<file path="config.mk">
export PLATFORM = sky130hd
export DESIGN_NAME = fwd_hazard_unit
export DESIGN_NICKNAME = d
export VERILOG_FILES = /design/src/rtl/fwd_hazard_unit.sv
export SDC_FILE = /design/constraint.sdc
export NUM_CORES = 1
export LEC_CHECK = 0
export ABC_AREA = 1
export BUFFER_PORTS_ARGS = -buffer_cell sky130_fd_sc_hd__buf_4
export CAP_MARGIN = 20
export CORE_MARGIN = 10
export CORE_UTILIZATION = 40
export DETAILED_ROUTE_END_ITERATION = 8
export GPL_ROUTABILITY_DRIVEN = 0
export PLACE_DENSITY_LB_ADDON = 0.15
export SYNTH_ARGS = -nofsm -noshare
export SYNTH_HDL_FRONTEND = slang
export SYNTH_SLANG_ARGS = --single-unit
</file>
<file path="constraint.sdc">
create_clock -name clk -period 2.4 [get_ports clk]
set_clock_uncertainty 0.1 [all_clocks]
set_input_delay 0.24 -clock clk [delete_from_list [all_inputs] [get_ports clk]]
set_output_delay 0.24 -clock clk [all_outputs]
set_load 0.05 [all_outputs]
</file>
<file path="src/rtl/fwd_hazard_unit.sv">
// EX-stage operand forwarding selects (registered one cycle ahead from ID addresses)
// plus load-use hazard detection with a configurable bubble count and event counters.
module fwd_hazard_unit #(
    parameter int ADDR_W      = 5,
    parameter int LOAD_STALL  = 1,
    parameter int ZERO_REG_EN = 1,
    parameter int CNT_W       = 16
) (
    input  logic              clk,
    input  logic              rst_n,
    input  logic [ADDR_W-1:0] rs_id,
    input  logic [ADDR_W-1:0] rt_id,
    input  logic              rt_used_id,
    input  logic [ADDR_W-1:0] wr_addr_ex,
    input  logic              wr_en_ex,
    input  logic              mem_read_ex,
    input  logic [ADDR_W-1:0] wr_addr_mem,
    input  logic              wr_en_mem,
    input  logic              flush,
    output logic [1:0]        upper_sel,
    output logic [1:0]        lower_sel,
    output logic              stall,
    output logic [CNT_W-1:0]  fwd_count,
    output logic [CNT_W-1:0]  stall_count
);

    localparam logic [1:0] REM_LOAD = 2'(LOAD_STALL - 1);

    function automatic logic match(input logic en, input logic [ADDR_W-1:0] w,
                                   input logic [ADDR_W-1:0] a);
        return en && (w == a) && !((ZERO_REG_EN != 0) && (a == '0));
    endfunction

    logic [ADDR_W-1:0] src [2];
    logic [1:0]        src_used;
    logic [1:0]        ex_hit;
    logic [1:0]        mem_hit;
    logic [1:0]        sel_next [2];
    logic [1:0]        sel_reg  [2];
    logic [1:0]        rem_reg;
    logic [1:0]        rem_next;
    logic              det;
    logic              any_fwd;
    logic [CNT_W-1:0]  fwd_count_reg;
    logic [CNT_W-1:0]  stall_count_reg;

    assign src[0]   = rs_id;
    assign src[1]   = rt_id;
    assign src_used = {rt_used_id, 1'b1};

    // Lane 0 drives the rs (upper) mux, lane 1 the rt (lower) mux.
    genvar gi;
    generate
        for (gi = 0; gi < 2; gi++) begin : g_lane
            assign ex_hit[gi]  = src_used[gi] && match(wr_en_ex, wr_addr_ex, src[gi]);
            assign mem_hit[gi] = src_used[gi] && match(wr_en_mem, wr_addr_mem, src[gi]);

            always_comb begin
                sel_next[gi] = 2'd0;
                if (flush || stall)
                    sel_next[gi] = 2'd0;
                else if (ex_hit[gi] && !mem_read_ex)
                    sel_next[gi] = 2'd2;
                else if (mem_hit[gi])
                    sel_next[gi] = 2'd1;
            end

            always_ff @(posedge clk) begin
                if (!rst_n)
                    sel_reg[gi] <= 2'd0;
                else
                    sel_reg[gi] <= sel_next[gi];
            end
        end
    endgenerate

    assign det     = (rem_reg == 2'd0) && !flush && mem_read_ex && (|ex_hit);
    // A flush squashes the dependent instruction, so it also kills any pending bubble.
    assign stall   = !flush && (det || (rem_reg != 2'd0));
    assign any_fwd = (sel_next[0] != 2'd0) || (sel_next[1] != 2'd0);

    always_comb begin
        rem_next = rem_reg;
        if (flush)
            rem_next = 2'd0;
        else if (det)
            rem_next = REM_LOAD;
        else if (rem_reg != 2'd0)
            rem_next = rem_reg - 2'd1;
    end

    always_ff @(posedge clk) begin
        if (!rst_n) begin
            rem_reg         <= 2'd0;
            fwd_count_reg   <= '0;
            stall_count_reg <= '0;
        end else begin
            rem_reg <= rem_next;
            if (any_fwd && (fwd_count_reg != '1))
                fwd_count_reg <= fwd_count_reg + 1'b1;
            if (stall && (stall_count_reg != '1))
                stall_count_reg <= stall_count_reg + 1'b1;
        end
    end

    assign upper_sel   = sel_reg[0];
    assign lower_sel   = sel_reg[1];
    assign fwd_count   = fwd_count_reg;
    assign stall_count = stall_count_reg;

endmodule

</file>
After elaboration in Yosys (flattened, before gate mapping) --
Memories as Yosys holds them, arrays and structs flattened. Index checks and enable logic that the tools add are counted.
Operators by class: reduce and logical (&&, ||, !) cells 33, equality and inequality tests 6, bitwise gates (word level) 3, muxes and demuxes 10, add/subtract/negate cells 3
Operators with widths (number):
- 16-bit by 1-bit adder with 16-bit output (second input constant) | 2
- 16-bit != test (second input constant) | 2
- 5-bit == test | 4
- 1-bit logical AND | 18
- 2-bit 2-to-1 mux | 6
- 5-bit logical NOT | 2
- 2-bit nonzero test | 3
- 1-bit logical NOT | 4
- 1-bit 2-to-1 mux | 4
- 1-bit logical OR | 3
- 3-bit OR reduction | 1
- 2-bit logical NOT | 1
- 1-bit bitwise OR | 2
- 2-bit OR reduction | 1
- 2-bit by 1-bit subtractor with 2-bit output (second input constant) | 1
- 1-bit inverter | 1
Word-level totals: bits of input ports 27, output and inout port bits 37, register bits 34, word-level logic and storage cells 59, RAM bits 4, memories 1
Memory list:
- sel_reg | depth 2, width 2, read ports 2, clocked after Yosys merged registers in 0, wr ports 2, RTL line 39 | logic [1:0] sel_reg [2];

Longest topological paths before layout --
depth after elaboration 13, depth in mapped cells 17, gate-level depth less buffers 17

Least setup slack after synthesis --
OpenSTA, ideal clock, no wires.
path kind register -> register, start point register fwd_count_reg[0] (netlist: fwd_count[0]), end point register fwd_count_reg[15] (netlist: fwd_count[15]), cell stages (with the launch flop) 13, path buffers 0, data required time 2183 ps, arrival 1947 ps, period minus slack after synthesis 2164 ps, setup slack 236 ps, setup time 117 ps, cell sequence dfxtp_1 ha_1 nand2_1 nor3_2 nand2_1 nor2_1 nand2_2 nand2_1 nor3_2 nand2_1 nor2_1 a21oi_1 nor2_1
On the way: cells in the longest elaborated chain, start to end 2, elaborated cells between the ends (all ways) 3, classes of those cells add/sub (1); eq/ne (1); reduce/logical (1)
RTL lines:
- start: declaration | RTL line 44 | logic [CNT_W-1:0] fwd_count_reg;
- start signal: assignment | RTL line 100 | fwd_count_reg <= fwd_count_reg + 1'b1;
- parallel branches: the longest is 2 deep, another holds 16-bit by 1-bit adder with 16-bit output
Several ways; the timed one is not identified. A chain may end at the register's enable or synchronous reset.

Worst setup path after layout --
start point register rem_reg[0], end point output stall
On the way: cells in the longest elaborated chain, start to end 6, elaborated cells between the ends (all ways) 7, classes of those cells reduce/logical (7)
RTL lines:
- start: declaration | RTL line 40 | logic [1:0] rem_reg;
- start signal: assignment | RTL line 98 | rem_reg <= rem_next;
- 2-bit logical NOT | RTL line 77 | assign det = (rem_reg == 2'd0) && !flush && mem_read_ex && (|ex_hit);
- 1-bit logical AND (3 in a row) | RTL line 77
- 1-bit logical OR (*) | RTL line 79 | assign stall = !flush && (det || (rem_reg != 2'd0));
- 1-bit logical AND (*) | RTL line 79
- end: declaration | RTL line 22 | output logic stall,
Every way passes the cells marked *; elsewhere a longest branch is shown, timed or not.

==> metrics.txt <==
status=finished, final reports clean; Pint=0.922 mW; total core area=6310 um^2; total clock buffers created by CTS=5; Worst EP arrival=1.76 ns; switching power=0.315 mW; Clock transition at path regs=0.07 ns; sw frac=0.255; Clock power frac=0.375; Yosys cell types=37; DR WL/cell=12.3 um; First-pass DRT Iterations=6; synth top area cells=dfxtp_1 (29%), nand2_1 (15%), inv_1 (8.1%); CTS tree=yes; Final #Nets=502; post-layout min period=2.10 ns; EDFF count, synth=0; Final period util=0.874; FF+latch count, synth=38; main combinational cell family by area after synthesis=simple AND/OR/NAND/NOR gates; Total Routed Length=6750 um; Row Count=29; FMAX=0.477 GHz; Die Span X=101 um; vias in the first global route=2577; Synth top area share=0.293; crit start category=register; depth of the CTS H-tree=2; Finished Layout Cells=550; actual slew at the worst max-slew pin=0.615 ns; Slew HR=0.590; reg2reg setup slack=0.32 ns; gr ovfl total=0; post-CTS sizing=0; first-pass GRT wire length=11300 um; Routed Antenna Nets=0; Seq/Total Area, Yosys=0.293; Max clock buf depth=2; peak supply drop=0.200 mV; IO Pins=64; GRT Overall Usage=0.133; Req. time, crit path=2.06 ns; most common cell in the netlist=nand2_1; max-cap violation count=0; fraction of registers with async set/reset=0; Skew-Pair Late Insertion Delay=0.29 ns; Slew Limit Fails=0; main flop type after synthesis=dfxtp_1; Comb power frac=0.114; cell taking the most area after synthesis=dfxtp_1; RSZ-0062 raised after global routing=false; power after layout=1.24 mW; yosys warns=0; Post-Synth Simple-Gate Area=0.415; root buf cell=clkbuf_8; P&R area growth vs syn=23.8%; die footprint=10100 um^2; layout cells sized above 1=0.247; Leak=1.49 nW; Starting Density=0.411; Vias=2693; placed cells=542; Synth Area per Inst=6.37 um^2; Setup CP Type=reg2out; antenna violations before repair=0; drt initial violations=146; multiplexer area fraction after synthesis=0; Min-Delay Path Class=in2reg; # setup viols final=0; post-synthesis net count=437; hpwl dp=5390 um; setup_tns=0 ns; Post-synth top cells=nand2_1 (106), inv_1 (56), nor2_1 (47), dfxtp_1 (38), nand3_1 (31); Crit. End Element=output port; post-synthesis adder-cell area fraction=0.0145; Crit Path Max Fanout=6; Gate Count Post-Synth=407; clk sinks=38; Die H=101 um; largest net degree at the start of global routing=25; Setup Fix Bufs, Post-CTS=0; CTS Hold Bufs=0; DRC errors left=0; area share of xor/xnor cells in the synthesized design=0.0405; # diodes=0; cell area after synthesis=2590 um^2; Port Buffer Count=63; Flop pwr share=0.511; # fillers=665; final hold violation count=0; Placed Area=3120 um^2; Synth Area in Compound Gates=0.116; Vias/cell=4.90; Design Area, Final=3210 um^2; power per cell area=385 nW/um^2
-- critical path, stage by stage (launching register included) --
cell	delay, ns
dfxtp_1	0.32
inv_1	0.06
ha_1	0.36
nand2_1	0.11
nor2_2	0.14
nand2_4	0.09
a21oi_4	0.17
buf_4	0.23
-- final cells by class --
type / count / area [um^2] / share of cell area
clock buffer: 7 / 86.3 / 0.0269
tap: 77 / 96.3 / 0.0300
inverter: 65 / 246 / 0.0768
sequential: 38 / 761 / 0.237
timing repair buffer: 66 / 495 / 0.154
multi-input combinational: 296 / 1520 / 0.473
clock inverter: 1 / 5.00 / 0.00156
-- per-stage QoR --
| stage | worst slack, ns | hold slack [ns] | util |
|---|---|---|---|
| 3_3_place_gp | 0.355 | 0.388 | 0.494 |
| 3_5_place_dp | 0.305 | 0.389 | 0.494 |
| 4_1_cts | 0.270 | 0.113 | 0.508 |
| 6_report | 0.303 | 0.125 | 0.508 |
| 5_1_grt | 0.0805 | 0.115 | 0.508 |
| 2_1_floorplan | 0.236 | 0.278 | - |
-- power groups by stage --
stage | Clock, mW | Sequential (mW) | Combinational, mW
2_1_floorplan | 0 | 0.651 | 0.0776
3_3_place_gp | 0 | 0.647 | 0.139
3_5_place_dp | 0 | 0.647 | 0.141
4_1_cts | 0.480 | 0.632 | 0.141
5_1_grt | 0.505 | 0.633 | 0.159
6_report | 0.464 | 0.632 | 0.141
-- cell families (layout without fill, tap and decap cells) --
logic type | count (synthesis) | in the layout
AO/OA/AOI/OAI | 48 | 48
flip-flops | 38 | 38
adder cells (fa/ha/maj) | 3 | 3
AND/OR/NAND/NOR | 233 | 233
buffers and inverters | 73 | 139
XOR/XNOR | 12 | 12
-- routing by layer --
layer / track usage / wire length [um] / vias to the layer above
met5: 0 / 0 / -
met4: 0.0500 / 111 / 0
met3: 0.0398 / 440 / 9
met2: 0.216 / 3120 / 67
met1: 0.162 / 3080 / 1192
li1: - / - / 1425
-- path summary, 6_finish.rpt --
| check | start | end | depth (start not counted) |
|---|---|---|---|
| hold reg to reg | rem_reg[1]$_SDFFE_PP0P_ | rem_reg[1]$_SDFFE_PP0P_ | 2 |
| setup / recovery | rem_reg[0]$_SDFFE_PP0P_ | stall | 7 |
| setup reg to reg | rem_reg[0]$_SDFFE_PP0P_ | stall_count[5]$_SDFFE_PN0P_ | 10 |
| hold / removal | flush | sel_reg[1][1]$_SDFF_PN0_ | 2 |
-- layout by cell type (no fill, tap or decap) --
cell type and instances:
inv_2 7, inv_1 56, clkinv_2 1, o21ai_0 8, nand2_1 106, o21ai_2 2, buf_4 66, nand3_1 31
nor3_2 4, nand3b_1 1, and3_1 1, nor2_2 3, clkbuf_1 1, o21ai_1 3, ha_1 3, dfxtp_1 38
nor3b_2 1, o22ai_1 3, nand2_4 4, nor3b_1 1, nand4_1 4, nor3_1 8, nor4_1 10, o211ai_1 1
nor2_1 47, nand2_2 11, a21oi_2 9, xor2_1 8, a21boi_1 1, xnor2_1 4, inv_4 1, a21oi_4 1
clkbuf_8 6, a21oi_1 20, nor2_4 1, clkinv_1 1
(Power assumes the default switching activity.)
